## config.mk

```make
export PLATFORM = sky130hd
export DESIGN_NAME = cnn_mac_pipe
export DESIGN_NICKNAME = d
export VERILOG_FILES = /design/src/rtl/cnn_mac_pipe.sv
export SDC_FILE = /design/constraint.sdc
export NUM_CORES = 1
export LEC_CHECK = 0
export CAP_MARGIN = 0
export CORE_UTILIZATION = 45
export DETAILED_ROUTE_END_ITERATION = 8
export PLACE_DENSITY = 0.63
export SETUP_SLACK_MARGIN = 0.2
export SLEW_MARGIN = 20
export SYNTH_ARGS = -nofsm -noshare
export SYNTH_HDL_FRONTEND = slang
export SYNTH_SLANG_ARGS = --single-unit
```

## constraint.sdc

```tcl
create_clock -name ap_clk -period 4.1 [get_ports ap_clk]
set_input_delay 0.82 -clock ap_clk [delete_from_list [all_inputs] [get_ports ap_clk]]
set_output_delay 0.82 -clock ap_clk [all_outputs]
set_load 0.01 [all_outputs]
```

## src/rtl/cnn_mac_pipe.sv

```systemverilog
// Pipelined signed multiply-accumulate engine. Accumulates one frame of din0*din1
// products and emits a single rounded, shifted, saturated result per frame.
module cnn_mac_pipe #(
    parameter int A_WIDTH    = 10,
    parameter int B_WIDTH    = 14,
    parameter int MUL_STAGES = 2,
    parameter int ACC_WIDTH  = 32,
    parameter int SHIFT      = 6,
    parameter int OUT_WIDTH  = 16
) (
    input  logic                        ap_clk,
    input  logic                        ap_rst_n,
    input  logic                        in_valid,
    output logic                        in_ready,
    input  logic signed [A_WIDTH-1:0]   din0,
    input  logic signed [B_WIDTH-1:0]   din1,
    input  logic                        in_last,
    output logic                        out_valid,
    input  logic                        out_ready,
    output logic signed [OUT_WIDTH-1:0] dout,
    output logic                        dout_sat
);

    localparam int P_WIDTH = A_WIDTH + B_WIDTH;
    localparam int RND_SH  = (SHIFT > 0) ? SHIFT - 1 : 0;
    localparam logic signed [ACC_WIDTH:0] RND = (SHIFT > 0) ?
        ($signed({{ACC_WIDTH{1'b0}}, 1'b1}) <<< RND_SH) : $signed({(ACC_WIDTH+1){1'b0}});
    localparam logic signed [ACC_WIDTH:0] OUT_MAX =
        $signed({{(ACC_WIDTH+2-OUT_WIDTH){1'b0}}, {(OUT_WIDTH-1){1'b1}}});
    localparam logic signed [ACC_WIDTH:0] OUT_MIN = ~OUT_MAX;

    logic signed [P_WIDTH-1:0]   r_prod [MUL_STAGES];
    logic [MUL_STAGES-1:0]       r_pv;
    logic [MUL_STAGES-1:0]       r_pl;
    logic signed [ACC_WIDTH-1:0] r_acc;
    logic                        r_out_valid;
    logic signed [OUT_WIDTH-1:0] r_dout;
    logic                        r_dout_sat;

    logic                        w_en;
    logic signed [P_WIDTH-1:0]   w_prod_in;
    logic signed [ACC_WIDTH-1:0] w_sum;
    logic [OUT_WIDTH:0]          w_fmt;

    // Round half up, arithmetic shift, clamp; the add is one bit wider so it cannot wrap.
    // Returns {saturated, value}.
    function automatic logic [OUT_WIDTH:0] fmt_result(input logic signed [ACC_WIDTH-1:0] sum);
        logic signed [ACC_WIDTH:0] ext;
        logic signed [ACC_WIDTH:0] shifted;
        logic [OUT_WIDTH:0]        res;
        ext     = $signed({sum[ACC_WIDTH-1], sum}) + RND;
        shifted = ext >>> SHIFT;
        if (shifted > OUT_MAX) begin
            res = {1'b1, OUT_MAX[OUT_WIDTH-1:0]};
        end else if (shifted < OUT_MIN) begin
            res = {1'b1, OUT_MIN[OUT_WIDTH-1:0]};
        end else begin
            res = {1'b0, shifted[OUT_WIDTH-1:0]};
        end
        return res;
    endfunction

    assign w_en      = !(r_out_valid && !out_ready);
    assign in_ready  = w_en;
    assign w_prod_in = din0 * din1;
    assign w_sum     = r_acc + ACC_WIDTH'(r_prod[MUL_STAGES-1]);
    assign w_fmt     = fmt_result(w_sum);

    assign out_valid = r_out_valid;
    assign dout      = r_dout;
    assign dout_sat  = r_dout_sat;

    // Product pipeline: stage 0 multiplies, later stages delay product/valid/last.
    always_ff @(posedge ap_clk or negedge ap_rst_n) begin
        if (!ap_rst_n) begin
            for (int i = 0; i < MUL_STAGES; i++) begin
                r_prod[i] <= '0;
            end
            r_pv <= '0;
            r_pl <= '0;
        end else if (w_en) begin
            r_prod[0] <= w_prod_in;
            r_pv[0]   <= in_valid;
            r_pl[0]   <= in_valid & in_last;
            for (int i = 1; i < MUL_STAGES; i++) begin
                r_prod[i] <= r_prod[i-1];
                r_pv[i]   <= r_pv[i-1];
                r_pl[i]   <= r_pl[i-1];
            end
        end
    end

    // Accumulator and result register; while en=1 any held result has been accepted.
    always_ff @(posedge ap_clk or negedge ap_rst_n) begin
        if (!ap_rst_n) begin
            r_acc       <= '0;
            r_out_valid <= 1'b0;
            r_dout      <= '0;
            r_dout_sat  <= 1'b0;
        end else if (w_en) begin
            if (r_pv[MUL_STAGES-1]) begin
                if (r_pl[MUL_STAGES-1]) begin
                    r_acc       <= '0;
                    r_out_valid <= 1'b1;
                    r_dout      <= w_fmt[OUT_WIDTH-1:0];
                    r_dout_sat  <= w_fmt[OUT_WIDTH];
                end else begin
                    r_acc       <= w_sum;
                    r_out_valid <= 1'b0;
                end
            end else begin
                r_out_valid <= 1'b0;
            end
        end
    end

endmodule

```

[Yosys cells after proc, flatten, opt, wreduce, memory -nomap -nowiden]
Index checks and enable logic that the tools add are counted.
Operators by class
  divide/modulo/power cells: 0
  shift operators: 0
  multiplexer cells: 5
  eq/ne operators: 0
  bitwise logic cells: 2
  $add $sub $neg: 2
  multiply operators: 1
  reduce and logical (&&, ||, !) cells: 5
  magnitude comparators: 2
Operators by type and width (count)
  2-to-1 mux 17 bit: 2
  adder 32 x 7 -> 33 bit, second input constant: 1
  adder 32 x 24 -> 32 bit: 1
  2-to-1 mux 32 bit: 1
  > comparator 27 x 16 -> 1 bit, second input constant: 1
  less-than comparator 27 x 16 -> 1 bit, second input constant: 1
  multiplier 10 x 14 -> 24 bit: 1
  AND reduction 3 bit: 1
  zero test 1 bit: 2
  2-to-1 mux 1 bit: 2
  AND reduction 2 bit: 1
  bitwise AND 1 bit: 1
  logical AND 1 bit: 1
  NOT 1 bit: 1
Word-level totals
  RAM bits: 0
  bits in latches: 0
  logic and storage cells: 25
  memories: 0
  bits in read-only memories: 0
  bits in registers: 102
  output and inout bits: 19
  input port bits: 29

[Logic depth before layout (Yosys ltp)]
  depth after elaboration: 5
  mapped depth: 23
  mapped depth without buffers: 22

[Least setup slack after synthesis]
OpenSTA, ideal clock, no wires.
  path kind: input port to flip-flop
  from: input din0[9]
  to: register r_prod[47] in the netlist's numbering
  stages: 20
  path buffers: 1
  data arrival time: 6.015 ns
  library setup time: 0.137 ns
  setup slack: -2.052 ns
  data required time: 3.963 ns
  cell sequence: inv_1 -> clkbuf_1 -> nor2_1 -> fa_1 -> fa_1 -> fa_1 -> fa_1 -> inv_1 -> fa_1 -> inv_1 -> ha_1 -> and2_1 -> o21a_1 -> a41o_1 -> o311ai_0 -> o211a_1 -> o21ai_0 -> a31oi_1 -> xnor2_1 -> a21oi_1
Between the ends
  cells in the longest elaborated chain, start to end: 1
RTL lines
  from (decl): RTL line 15  | input logic signed [A_WIDTH-1:0] din0,
  multiplier 10 x 14 -> 24 bit: RTL line 65  | assign w_prod_in = din0 * din1;
  to (signal, indexed assignment): RTL line 86  | r_prod[i] <= r_prod[i-1];
  to (decl): RTL line 32  | logic signed [P_WIDTH-1:0] r_prod [MUL_STAGES];
No other way between the ends.
A chain may end at the register's enable or synchronous reset.

[Final worst setup path]
  from: input din0[2]
  to: register r_prod[47] in the netlist's numbering
The elaborated chain is that of the path after synthesis.

==> impl_results.rst <==
.. list-table::
   :header-rows: 1

   * - Metric
     - Value
   * - Outcome
     - finished, violations left
   * - Violated checks
     - negative setup slack
   * - Root Buffer
     - clkbuf_16
   * - # hold bufs at CTS
     - 0
   * - Top_reg_cell synth
     - dfrtp_1
   * - Share of cells above drive strength 1
     - around 32%
   * - Clock latency of the later-clocked register in the worst-skew pair
     - between 0.3 and 0.4 ns
   * - Post-synth EDFFs
     - 0
   * - Clock tree from TritonCTS
     - built
   * - Final Cycle Share
     - 130.3%
   * - Die Wd
     - 163.7 um
   * - Net count after synthesis
     - roughly 1,600
   * - Worst-case clock skew
     - roughly 0.017 ns
   * - Data arrival time of the worst path
     - roughly 5.6 ns
   * - Series of cell instances along the critical path
     - buf_8 > buf_12 > nand2_2 > fa_1 > fa_1 > inv_2 > fa_1 > fa_1 > inv_1 > fa_1 > inv_2 > ha_4 > and2_4 > o21a_1 > a41o_1 > o311ai_4 > o211a_1 > o21ai_1 > a31oi_1 > xnor2_1 > a21oi_1
   * - Total Routed Length
     - 31.44 mm
   * - Dominant cell type by count on the critical path
     - fa_1
   * - Worst path bufs/invs
     - 5
   * - Dominant delay contributor by cell family on the critical path
     - adder cells
   * - Area contributors post-synth
     - dfrtp_1, fa_1, ha_1
   * - Final net count
     - roughly 1,900
   * - Vertical die dimension
     - approximately 160 um
   * - Clock Sink Count
     - just over 100
   * - Setup violations, final
     - 33
   * - Required time reported for the critical path endpoint
     - approximately 4.3 ns
   * - Cell at the slowest stage of the critical path
     - fa_1
   * - Register bit count reported by yosys
     - around 100
   * - Worst hold path type
     - register to register
   * - Share of the core filled with cells in the final layout
     - between 60% and 70%
   * - Post-route ant nets
     - 0
   * - Row count
     - 58
   * - Number of antenna violations at the first check in global routing
     - 0
   * - Initial core utilization
     - between 40% and 50%
   * - Core box area
     - around 25,000 um^2
   * - Number of slew-limit violations in the final report
     - 0
   * - GR Overflow Total
     - 0
   * - Inserted Diodes
     - 0
   * - Via count of the first global-routing pass
     - around 11,000
   * - First-pass GRT wire length
     - 52.10 mm
   * - Most frequent cells after synthesis
     - nand2_1, inv_1, fa_1, dfrtp_1, ha_1
   * - Worst setup path start
     - din0[2]
   * - Delay of the slowest cell on the worst path
     - between 0.5 and 0.6 ns
   * - Cell count after synthesis
     - 1,364
   * - CTS H-tree depth
     - 3
   * - Number of ports placed on the die boundary
     - 48
   * - Clock period minus worst slack
     - 5.343 ns
   * - First drt pass iteration count
     - 6
   * - Fraction of synthesized cell area taken by the top area cell type
     - around 22%
   * - Post-DR vias/cell
     - between 5 and 6
   * - Origin of the worst min-delay path
     - r_pl[0]
   * - Maximum clock path buffer count
     - 2
   * - Achievable frequency
     - roughly 190 MHz
   * - Yosys warning total
     - 0
   * - Synthesized area per cell
     - 8.631 um^2
   * - Most frequently used cell type in the post-synthesis netlist
     - nand2_1
   * - Count of distinct cell types in the synthesized netlist
     - ~80
   * - Number of DRC markers after the initial detailed-route iteration
     - approximately 500
   * - Area leader, netlist
     - dfrtp_1
   * - Total CTS buffers
     - 9
   * - Clock transition at the registers of the reported paths
     - ~0.090 ns
   * - Transition time at the pin with the least slew margin
     - between 0.8 and 0.9 ns
   * - Setup WS post-layout
     - -1.243 ns
   * - I/O Buffers
     - 47
   * - Pin count of the biggest net entering global routing
     - 65
   * - Worst Path Max Fanout
     - 7
   * - Area of the die
     - around 27,000 um^2
   * - Critical path endpoint category
     - register
   * - Max-cap violation count
     - 0
   * - Overall Global Routing Usage
     - approximately a quarter
   * - Detailed placer's ending HPWL
     - 23.16 mm
   * - Setup crit start kind
     - input pin
   * - Max transition margin
     - between 40% and 50%
   * - RD Place Congestion
     - 0.9269
   * - Vias
     - roughly 10,000
   * - RSZ-0062 raised after global routing
     - true
   * - Area overhead of the layout relative to synthesis
     - 38.39%
   * - Type of the worst setup path
     - input pin to register
   * - DRC violations left
     - 0
   * - Reg2reg start
     - r_prod[0]
   * - Sequential-to-total area share from yosys stat
     - 21.68%
   * - Setup TNS Final
     - -15.48 ns
   * - Fraction of registers with async set/reset
     - 100.0%
   * - Total standard cell area after synthesis
     - around 12,000 um^2
   * - Detailed-route wire length per cell
     - 15.79 um
   * - Number of failing hold endpoints at the final stage
     - 0
metrics by stage:
stage	area (um^2)	hold WS, ns	setup WS, ns	std cells
after floorplan	12280	0.4386	-1.238	1364
after global placement	14320	0.4484	-2.067	1891
after detailed placement	14320	0.4560	-2.125	1891
after CTS	15960	0.4768	-1.288	1973
after global routing	16290	0.4998	-1.431	1991
final	16290	0.4770	-1.243	1991
cells in the final DEF (no fill, tap or decap), types with 19 or more instances in the layout:
| cell type | count |
|---|---|
| fa_1 | 108 |
| o21ai_0 | 33 |
| a21oi_1 | 38 |
| buf_4 | 229 |
| xnor2_1 | 32 |
| xor2_1 | 22 |
| inv_2 | 22 |
| dfrtp_1 | 102 |
| ha_4 | 21 |
| inv_1 | 152 |
| a21oi_2 | 20 |
| and2_1 | 57 |
| buf_6 | 50 |
| nand2_2 | 19 |
| nand2_1 | 210 |
| clkdlybuf4s50_1 | 23 |
| ha_1 | 65 |
| nor2_1 | 70 |
cell type report:
class	instances	area, um^2
clock inverter	7	98.84
multi-input combinational	1031	9291
fill	2131	9107
tap	330	412.9
timing repair buffer	336	3045
sequential	102	2552
inverter	176	665.6
clock buffer	9	225.2
path summary, 6_finish.rpt:
check / to / slack (ns) / cells after the start
setup / recovery: r_prod[47] / -1.24 / 21
hold / removal: r_pl[0] / 0.48 / 2
setup reg to reg: dout[11] / -0.12 / 20
hold reg to reg: r_pl[0] / 0.48 / 2
max in group asynchronous: r_acc[27] / 2.77 / 2
min in group asynchronous: r_prod[26] / 0.53 / 1
worst register-to-register path, cell delays in order (launching register included):
cell and delay (ns):
dfrtp_1 0.40, ha_2 0.19, inv_2 0.05, fa_2 0.20
nand2b_4 0.14, a21oi_4 0.06, o211a_1 0.24, a311o_1 0.38
nor4b_4 0.33, buf_4 0.16, buf_6 0.09, nand2_4 0.05
or4_4 0.55, o32a_1 0.30, o32a_1 0.19, o41ai_4 0.27
buf_12 0.16, buf_12 0.13, buf_6 0.10, nand2_4 0.03
a21oi_2 0.12
sequential cells by signal, summed over array words and instances (netlist names):
register,cells
r_acc,32
r_pl,2
dout_sat,1
dout,16
r_pv,2
r_prod,48
out_valid,1
metal layers:
layer	GRT usage, %	vias to the layer above	part of all wire (%)
li1	-	5095	-
met1	31.39	5069	44
met2	42.53	201	49
met3	2.146	64	3.3
met4	9.133	0	2.7
met5	0	-	0
kinds of logic (layout without fill, tap and decap cells):
| logic type | after synthesis | after routing | synth area share, % |
|---|---|---|---|
| xor+xnor | 62 | 62 | 4.613 |
| mux | 6 | 6 | 0.5314 |
| compound gates | 254 | 254 | 15.27 |
| simple gates | 496 | 496 | 19.85 |
| fa+ha+maj | 213 | 213 | 30.55 |
| buf+inv | 231 | 528 | 7.503 |
| flops | 102 | 102 | 21.68 |
repair_timing:
item,4_1_cts,5_1_grt
cloned,10,0
endpoints found under the setup margin,36,36
pin swaps,112,35
hold endpoints to repair,0,0
gates resized for setup,290,40
buffers inserted,56,18
Power is not shown: default switching activity piles up to over one toggle a cycle in this logic, so the estimate is an artifact.
